$ cat src/rtl/control_unit_pkg.sv
// Instruction set, state encoding and decode helpers shared by the control unit slice.
package control_unit_pkg;

    localparam int unsigned DATA_W = 8;
    localparam int unsigned OP_W   = 4;
    localparam int unsigned SEL_W  = 2;

    localparam logic [OP_W-1:0] OP_ADD  = 4'h1;
    localparam logic [OP_W-1:0] OP_SUB  = 4'h2;
    localparam logic [OP_W-1:0] OP_NAND = 4'h3;
    localparam logic [OP_W-1:0] OP_SHL  = 4'h4;
    localparam logic [OP_W-1:0] OP_SHR  = 4'h5;
    localparam logic [OP_W-1:0] OP_LDI  = 4'h6;
    localparam logic [OP_W-1:0] OP_HLT  = 4'h7;
    localparam logic [OP_W-1:0] OP_JMP  = 4'h8;
    localparam logic [OP_W-1:0] OP_JZ   = 4'h9;
    localparam logic [OP_W-1:0] OP_JN   = 4'hA;

    typedef enum logic [2:0] {
        ST_FETCH     = 3'd0,
        ST_DECODE    = 3'd1,
        ST_EXECUTE   = 3'd2,
        ST_WRITEBACK = 3'd3,
        ST_FETCH2    = 3'd4,
        ST_HALT      = 3'd5
    } cuState_e;

    // True for opcodes that run through the ALU and write back its result.
    function automatic logic isAluOp(input logic [OP_W-1:0] op);
        return (op == OP_ADD) || (op == OP_SUB) || (op == OP_NAND) ||
               (op == OP_SHL) || (op == OP_SHR);
    endfunction

endpackage

$ cat src/rtl/control_unit_if.sv
// Instruction fetch, ALU control and register write-back signals of the control unit.
interface control_unit_if;

    logic [control_unit_pkg::DATA_W-1:0] pc;
    logic                                instrReq;
    logic [control_unit_pkg::DATA_W-1:0] instrData;
    logic                                instrValid;
    logic [control_unit_pkg::SEL_W-1:0]  regSelA;
    logic [control_unit_pkg::SEL_W-1:0]  regSelB;
    logic [control_unit_pkg::OP_W-1:0]   aluOpCode;
    logic                                zOutput;
    logic                                nOutput;
    logic                                regWrite;
    logic [control_unit_pkg::SEL_W-1:0]  regWriteSel;
    logic                                regWriteSrc;
    logic [control_unit_pkg::DATA_W-1:0] immediate;
    logic                                zFlag;
    logic                                nFlag;
    logic                                halted;

    modport master (
        output pc, instrReq, regSelA, regSelB, aluOpCode,
        output regWrite, regWriteSel, regWriteSrc, immediate,
        output zFlag, nFlag, halted,
        input  instrData, instrValid, zOutput, nOutput
    );

    modport slave (
        input  pc, instrReq, regSelA, regSelB, aluOpCode,
        input  regWrite, regWriteSel, regWriteSrc, immediate,
        input  zFlag, nFlag, halted,
        output instrData, instrValid, zOutput, nOutput
    );

endinterface

$ cat src/rtl/control_unit_status_register.sv
// Zero/negative status flags with a load enable; reusable for wider condition codes.
module control_unit_status_register (
    input  logic clk,
    input  logic resetN,
    input  logic load,
    input  logic zIn,
    input  logic nIn,
    output logic zFlag,
    output logic nFlag
);

    // Flags update only when the sequencer asks for it.
    always_ff @(posedge clk) begin
        if (!resetN) begin
            zFlag <= 1'b0;
            nFlag <= 1'b0;
        end else if (load) begin
            zFlag <= zIn;
            nFlag <= nIn;
        end
    end

endmodule

$ cat src/rtl/control_unit.sv
// Fetch/decode/execute sequencer for the 8-bit processor.
// Optional branch support (JMP/JZ/JN with a fetched target byte) is enabled by
// defining CONTROL_UNIT_BRANCH_EN; otherwise those opcodes decode as 1-byte NOPs.
module control_unit
    import control_unit_pkg::*;
(
    input  logic          clk,
    input  logic          resetN,
    control_unit_if.master bus
);

    cuState_e             state, stateNext;
    logic [DATA_W-1:0]    ir, irNext;
    logic [DATA_W-1:0]    pcQ, pcNext;
    logic [DATA_W-1:0]    immQ, immNext;
    logic                 instrReqQ, instrReqNext;
    logic [SEL_W-1:0]     selAQ, selANext;
    logic [SEL_W-1:0]     selBQ, selBNext;
    logic [SEL_W-1:0]     wrSelQ, wrSelNext;
    logic [OP_W-1:0]      aluOpQ, aluOpNext;
    logic                 regWriteQ, regWriteNext;
    logic                 wrSrcQ, wrSrcNext;
    logic                 haltedQ, haltedNext;
    logic                 flagLoad;
    logic                 zFlag, nFlag;
`ifdef CONTROL_UNIT_BRANCH_EN
    logic                 branchTaken;
`endif

    // Next state plus next value of every registered output.
    always_comb begin
        stateNext = state;
        irNext    = ir;
        pcNext    = pcQ;
        immNext   = immQ;
        flagLoad  = 1'b0;
`ifdef CONTROL_UNIT_BRANCH_EN
        branchTaken = 1'b0;
`endif

        case (state)
            ST_FETCH: begin
                if (bus.instrValid) begin
                    irNext    = bus.instrData;
                    pcNext    = pcQ + DATA_W'(1);
                    stateNext = ST_DECODE;
                end
            end
            ST_DECODE: begin
                case (ir[7:4])
                    OP_ADD, OP_SUB, OP_NAND, OP_SHL, OP_SHR: stateNext = ST_EXECUTE;
                    OP_LDI:                                  stateNext = ST_FETCH2;
                    OP_HLT:                                  stateNext = ST_HALT;
`ifdef CONTROL_UNIT_BRANCH_EN
                    OP_JMP, OP_JZ, OP_JN:                    stateNext = ST_FETCH2;
`else
                    OP_JMP, OP_JZ, OP_JN:                    stateNext = ST_FETCH;
`endif
                    default:                                 stateNext = ST_FETCH;
                endcase
            end
            ST_EXECUTE: begin
                stateNext = ST_WRITEBACK;
            end
            ST_WRITEBACK: begin
                flagLoad  = isAluOp(ir[7:4]);
                stateNext = ST_FETCH;
            end
            ST_FETCH2: begin
                if (bus.instrValid) begin
                    pcNext = pcQ + DATA_W'(1);
                    if (ir[7:4] == OP_LDI) begin
                        immNext   = bus.instrData;
                        stateNext = ST_WRITEBACK;
                    end else begin
`ifdef CONTROL_UNIT_BRANCH_EN
                        case (ir[7:4])
                            OP_JMP:  branchTaken = 1'b1;
                            OP_JZ:   branchTaken = zFlag;
                            OP_JN:   branchTaken = nFlag;
                            default: branchTaken = 1'b0;
                        endcase
                        if (branchTaken) begin
                            pcNext = bus.instrData;
                        end
`endif
                        stateNext = ST_FETCH;
                    end
                end
            end
            ST_HALT: begin
                stateNext = ST_HALT;
            end
            default: begin
                stateNext = ST_FETCH;
            end
        endcase

        instrReqNext = (stateNext == ST_FETCH) || (stateNext == ST_FETCH2);
        regWriteNext = (stateNext == ST_WRITEBACK);
        wrSelNext    = regWriteNext ? irNext[3:2] : wrSelQ;
        wrSrcNext    = regWriteNext && (irNext[7:4] == OP_LDI);
        aluOpNext    = ((stateNext == ST_DECODE) || (stateNext == ST_EXECUTE) ||
                        (stateNext == ST_WRITEBACK)) ? irNext[7:4] : '0;
        selANext     = (stateNext == ST_DECODE) ? irNext[3:2] : selAQ;
        selBNext     = (stateNext == ST_DECODE) ? irNext[1:0] : selBQ;
        haltedNext   = (stateNext == ST_HALT);
    end

    // State and output registers.
    always_ff @(posedge clk) begin
        if (!resetN) begin
            state     <= ST_FETCH;
            ir        <= '0;
            pcQ       <= '0;
            immQ      <= '0;
            instrReqQ <= 1'b1;
            selAQ     <= '0;
            selBQ     <= '0;
            wrSelQ    <= '0;
            aluOpQ    <= '0;
            regWriteQ <= 1'b0;
            wrSrcQ    <= 1'b0;
            haltedQ   <= 1'b0;
        end else begin
            state     <= stateNext;
            ir        <= irNext;
            pcQ       <= pcNext;
            immQ      <= immNext;
            instrReqQ <= instrReqNext;
            selAQ     <= selANext;
            selBQ     <= selBNext;
            wrSelQ    <= wrSelNext;
            aluOpQ    <= aluOpNext;
            regWriteQ <= regWriteNext;
            wrSrcQ    <= wrSrcNext;
            haltedQ   <= haltedNext;
        end
    end

    control_unit_status_register uStatus (
        .clk    (clk),
        .resetN (resetN),
        .load   (flagLoad),
        .zIn    (bus.zOutput),
        .nIn    (bus.nOutput),
        .zFlag  (zFlag),
        .nFlag  (nFlag)
    );

    assign bus.pc          = pcQ;
    assign bus.instrReq    = instrReqQ;
    assign bus.regSelA     = selAQ;
    assign bus.regSelB     = selBQ;
    assign bus.aluOpCode   = aluOpQ;
    assign bus.regWrite    = regWriteQ;
    assign bus.regWriteSel = wrSelQ;
    assign bus.regWriteSrc = wrSrcQ;
    assign bus.immediate   = immQ;
    assign bus.zFlag       = zFlag;
    assign bus.nFlag       = nFlag;
    assign bus.halted      = haltedQ;

endmodule

$ cat src/flat_wrapper.sv
// flat-port wrapper written by rule: the top's interface ports become plain ports
module control_unit_flat import control_unit_pkg::*;
  (clk, resetN, bus_pc, bus_instrReq, bus_regSelA, bus_regSelB, bus_aluOpCode, bus_regWrite, bus_regWriteSel, bus_regWriteSrc, bus_immediate, bus_zFlag, bus_nFlag, bus_halted, bus_instrData, bus_instrValid, bus_zOutput, bus_nOutput);
  control_unit_if bus_i ();
  input  logic clk;
  input  logic resetN;
  output wire logic [$bits(bus_i.pc)-1:0] bus_pc;
  output wire logic [$bits(bus_i.instrReq)-1:0] bus_instrReq;
  output wire logic [$bits(bus_i.regSelA)-1:0] bus_regSelA;
  output wire logic [$bits(bus_i.regSelB)-1:0] bus_regSelB;
  output wire logic [$bits(bus_i.aluOpCode)-1:0] bus_aluOpCode;
  output wire logic [$bits(bus_i.regWrite)-1:0] bus_regWrite;
  output wire logic [$bits(bus_i.regWriteSel)-1:0] bus_regWriteSel;
  output wire logic [$bits(bus_i.regWriteSrc)-1:0] bus_regWriteSrc;
  output wire logic [$bits(bus_i.immediate)-1:0] bus_immediate;
  output wire logic [$bits(bus_i.zFlag)-1:0] bus_zFlag;
  output wire logic [$bits(bus_i.nFlag)-1:0] bus_nFlag;
  output wire logic [$bits(bus_i.halted)-1:0] bus_halted;
  input wire logic [$bits(bus_i.instrData)-1:0] bus_instrData;
  input wire logic [$bits(bus_i.instrValid)-1:0] bus_instrValid;
  input wire logic [$bits(bus_i.zOutput)-1:0] bus_zOutput;
  input wire logic [$bits(bus_i.nOutput)-1:0] bus_nOutput;
  assign bus_pc = bus_i.pc;
  assign bus_instrReq = bus_i.instrReq;
  assign bus_regSelA = bus_i.regSelA;
  assign bus_regSelB = bus_i.regSelB;
  assign bus_aluOpCode = bus_i.aluOpCode;
  assign bus_regWrite = bus_i.regWrite;
  assign bus_regWriteSel = bus_i.regWriteSel;
  assign bus_regWriteSrc = bus_i.regWriteSrc;
  assign bus_immediate = bus_i.immediate;
  assign bus_zFlag = bus_i.zFlag;
  assign bus_nFlag = bus_i.nFlag;
  assign bus_halted = bus_i.halted;
  assign bus_i.instrData = bus_instrData;
  assign bus_i.instrValid = bus_instrValid;
  assign bus_i.zOutput = bus_zOutput;
  assign bus_i.nOutput = bus_nOutput;
  control_unit u_core (.clk(clk), .resetN(resetN), .bus(bus_i));
endmodule
$ cat config.mk
export PLATFORM = sky130hd
export DESIGN_NAME = control_unit_flat
export DESIGN_NICKNAME = d
export VERILOG_FILES = /design/src/rtl/control_unit_pkg.sv /design/src/rtl/control_unit_if.sv /design/src/rtl/control_unit_status_register.sv /design/src/rtl/control_unit.sv /design/src/flat_wrapper.sv
export SDC_FILE = /design/constraint.sdc
export NUM_CORES = 1
export LEC_CHECK = 0
export CORE_MARGIN = 2
export CORE_UTILIZATION = 47
export CTS_CLUSTER_DIAMETER = 120
export DETAILED_ROUTE_END_ITERATION = 6
export GPL_ROUTABILITY_DRIVEN = 0
export MAX_ROUTING_LAYER = met4
export PLACE_DENSITY = 0.79
export SLEW_MARGIN = 20
export SYNTH_ARGS = -nofsm -noshare
export SYNTH_HDL_FRONTEND = slang
export SYNTH_HIERARCHICAL = 1
export SYNTH_SLANG_ARGS = --single-unit
$ cat constraint.sdc
create_clock -name clk -period 4.8 [get_ports clk]
set_input_delay 0.72 -clock clk [delete_from_list [all_inputs] [get_ports clk]]
set_output_delay 0.72 -clock clk [all_outputs]
set_load 0.005 [all_outputs]
### Word level (Yosys, flattened, before mapping)

Memories as Yosys holds them, arrays and structs flattened. A register that Yosys moved wholly into a read port is not among the register bits.
Index checks and enable logic that the tools add are counted.

* add/sub/neg operators: 1
* eq/ne operators: 17
* mux-type cells: 8
* reductions and logical operators: 14

Operator list (number)
* $eq A4 B3 Y1 const B: 4
* $mux W8: 2
* $pmux W3 S5: 1
* $eq A3 B2 Y1 const B: 4
* $eq A3 B3 Y1 const B: 4
* $add A8 B1 Y8 const B: 1
* $eq A4 B2 Y1 const B: 2
* $logic_or A1 B1 Y1: 7
* $eq A3 B1 Y1 const B: 2
* $logic_not A3 Y1: 2
* $mux W3: 2
* $eq A4 B1 Y1 const B: 1
* $mux W4: 1
* $reduce_and A2 Y1: 2
* $reduce_and A3 Y1: 1
* $mux W2: 1
* $reduce_or A2 Y1: 1
* $logic_and A1 B1 Y1: 1
* $mux W1: 1

* register bits after elaboration: 43
* ROM bits: 48
* input bits: 13
* output and inout port bits: 32
* logic and storage cells: 55
* memories: 1

Memory list
* (no name shown): depth 16, bits a word 3, read ports 1, clocked after memory_dff 1, wr ports 0, RTL line control_unit.sv:50 `case (ir[7:4])`

### Longest topological paths before layout

* depth in word-level cells: 8
* depth in mapped cells: 6
* depth with buffers taken out: 5

### Hierarchy

Netlist, hierarchy kept.

Modules (own cells, without submodules)
* control_unit: times used 1, cells an instance 200, area an instance 1876.8 µm², sequential area each 880.8 µm²
* control_unit_status_register: times used 1, cells an instance 6, area an instance 72.6 µm², sequential area each 40.0 µm²

### Worst setup path before layout

Ideal clock, no wire load.

* path kind: input -> register
* start: in bus_instrValid
* end: reg u_core.selBQ[0] (netlist: u_core/bus.regSelB[0])
* arrival time: 2006 ps
* required time: 4679 ps
* slack: 2672 ps
* stages: 6
* path through: or3b_1 -> buf_2 -> nor4_2 -> or4_1 -> buf_2 -> mux2_4

* cells in the longest elaborated chain, start to end: 3
* elaborated cells between the ends (all ways): 6
* classes of those cells: eq/ne (1); mux (5)

Ends and longest elaborated chain
* start, declared: RTL line flat_wrapper.sv:20 `input wire logic [$bits(bus_i.instrValid)-1:0] bus_instrValid;`
* $mux W3 (on tied branches): RTL line control_unit.sv:70, control_unit.sv:43
* $pmux W3 S5: RTL line control_unit.sv:41 `case (state)`
* $eq A3 B1 Y1: RTL line control_unit.sv:106 `selBNext = (stateNext == ST_DECODE) ? irNext[1:0] : selBQ;`
* end signal, assigned: RTL line control_unit.sv:132 `selBQ <= selBNext;`
* end, declared: RTL line control_unit.sv:18 `logic [SEL_W-1:0] selBQ, selBNext;`

Parallel ways exist; a longest one is shown, timed or not.
A chain may end at the register's enable or synchronous reset.

### Final worst setup path

Ends and elaborated chain as after synthesis.

==> results.ini <==
[run_status]
status = completed

[power]
irDropWorstVdd_uv = 160
power_density_nw_per_um2 = 286
leakagePower_nw = 0.904

[clock_tree]
tritoncts = yes
cts_inserted_buffers = 5
cts_buffer_depth = 2
cts_resized = 0
cts_hold_buf = 0
clock-root-buffer = clkbuf_8
clkSinkCount = 46
postCtsSetupRepairBufs = 0
insertion_delay_ns = 0.29
clk_pin_slew_ns = 0.08
htree_num_levels = 2

[sta]
fin_crit_sh = 0.557
final_hold_viol_count = 0
max_slew.worst_pin.slew_ns = 0.707
fmax_ghz = 0.374
slew_headroom = 0.527
slew_viol_final = 0
skew_ns = 0.00600
setup_viol = 0
period_needed_ns = 2.67
setup_tns_ns = 0
rsz0062_at_grt = no

[drt]
drcViolationCount = 0
initialDrtViolationCount = 105
vias_per_cell = 5.25
vias = 1565
firstDrtPassIters = 5
wl_per_cell_um = 13.1
ant_nets = 0
wl_mm = 3.91

[synthesis]
syn-mean-instance-area_um2 = 9.46
yosysSeqAreaShare = 0.472
synth_edf_count = 0
synthCells = 206
ys_types = 44
syn-num-nets = 220
netlist_area_um2 = 1950
ys_ff_latch = 46
async_flop_share = 0
ys.flop_type = dfxtp_1
yosys_warnings = 6

[global_routing]
gr-total-overflow = 0
grt_pass1_wl_mm = 6.24
grt_pass1_vias = 1360
grt.total_usage = 0.185
grt_antenna_before_repair = 0
grt_max_degree = 40

[setup_path]
cp-startpoint = bus_instrValid
startpoint_type = input pin
endpoint_kind = flop
arrival_ns = 2.85
crit_fanout = 11
timing.critical_path.buf_inv = 2
worstPathRequired_ns = 4.98
crit_family = simple AND/OR/NAND/NOR gates
crit_type = in -> reg
crit_path_top_delay_cell = clkdlybuf4s50_1
max_stage_delay_ns = 0.57
r2r_start = u_core/state[1]$_SDFF_PN0_
cp_cell_sequence = clkdlybuf4s50_1 -> or3b_1 -> nor4_2 -> buf_4 -> or4_1 -> mux2_4

[floorplan]
ios = 45
start_util = 0.487
die-area_um2 = 4680
fp.dieH_um = 68.4
die_w_um = 68.4
num_rows = 23
fp.coreArea_um2 = 4000

[final_layout]
nNetsFinal = 262
multi_input_area_um2 = 948
area.sequential_um2 = 921
finish.utilization = 0.621
num_antenna_cells = 0
n_fill_cell = 354
drive_gt1_frac = 0.0605
post-route-cell-area_um2 = 2480
syn2layout_area_growth_pct = 27.3
mostFrequentLayoutCell = dfxtp_1
layout_common_cells = dfxtp_1, clkdlybuf4s50_1, nand2_1

[hold_path]
holdCritStartpoint = u_core/bus.immediate[3]$_SDFFE_PN0P_
hp-class = reg -> reg

[placement]
post_dp_cell_area_um2 = 2410
portBuffers = 44
hpwl_mm = 2.79

[flow_run]
cap_violations = 0

-- per-layer routing --
layer	wire, um	vias up	track usage
li1	-	785	-
met1	1840	725	0.249
met2	1780	45	0.261
met3	205	10	0.0395
met4	78	0	0.0900
met5	0	-	-
-- sequential cells by signal, indices dropped and copies added (netlist names), named ones only --
name                    count
u_core/state                3
u_core/bus.pc               8
u_core/bus.halted           1
u_core/bus.immediate        8
u_core/bus.instrReq         1
u_core/bus.regWrite         1
u_core/bus.regSelB          2
u_core/bus.regWriteSel      2
u_core/bus.regSelA          2
u_core/bus.aluOpCode        4
u_core/bus.regWriteSrc      1
u_core/uStatus/nFlag        1
u_core/uStatus/zFlag        1
u_core/ir                   8
-- worst min-delay path, cell delays in order, from the launching register on --
cell	delay, ns
dfxtp_1	0.31
nand2_1	0.05
a21boi_1	0.05
-- where the power goes --
| part | internal, W | switching (W) |
|---|---|---|
| Clock | 0.000100 | 0.000115 |
| Sequential | 0.000395 | 0.0000114 |
| Combinational | 0.0000481 | 0.0000400 |
| Total | 0.000544 | 0.000166 |
-- layout make-up --
class,instances,area share
Timing Repair Buffer,47,0.186
Tap cell,50,0.0252
Multi-Input combinational cell,145,0.382
Sequential cell,46,0.371
Clock buffer,7,0.0307
Inverter,3,0.00454
-- kinds of logic (layout without fill, tap and decap cells) --
| logic type | Yosys count | after routing | synth area share |
|---|---|---|---|
| and+or+nand+nor | 91 | 91 | 0.254 |
| DFF | 46 | 46 | 0.472 |
| AOI/OAI and AO/OA | 31 | 31 | 0.111 |
| muxes | 16 | 16 | 0.0879 |
| buffers and inverters | 15 | 57 | 0.0411 |
| xor gates and xnor gates | 6 | 6 | 0.0270 |
| adders and majority gates | 1 | 1 | 0.00642 |
-- through the flow --
| step | hold slack [ns] | instances | setup slack [ns] | power, W |
|---|---|---|---|---|
| after floorplan | 0.441 | 206 | 2.67 | 0.000468 |
| after global placement | 0.441 | 291 | 1.88 | 0.000503 |
| after detailed placement | 0.445 | 291 | 1.83 | 0.000504 |
| after CTS | 0.458 | 298 | 2.13 | 0.000716 |
| after global routing | 0.476 | 298 | 2.05 | 0.000742 |
| final | 0.454 | 298 | 2.13 | 0.000710 |
-- cells in the mapped netlist (4+ instances only) --
cell	n	share of area
o31ai_1	4	0.015
clkbuf_1	4	0.0077
nor2b_1	11	0.035
buf_2	4	0.010
dfxtp_1	46	0.47
xnor2_1	5	0.022
a21boi_1	8	0.031
nor3_1	10	0.026
nand2_1	33	0.064
and2_1	9	0.029
a21oi_1	6	0.015
mux2i_1	13	0.067
nor2_1	7	0.013
-- final timing paths --
path | to | slack [ns] | cells past startpoint
max | u_core/bus.regSelB[0]$_SDFFE_PN0N_ | 2.13 | 6
min | u_core/bus.immediate[3]$_SDFFE_PN0P_ | 0.45 | 2
max reg2reg | u_core/bus.regSelB[0]$_SDFFE_PN0N_ | 2.54 | 5
min reg2reg | u_core/bus.immediate[3]$_SDFFE_PN0P_ | 0.45 | 2
Power figures use the tool's default switching activity.
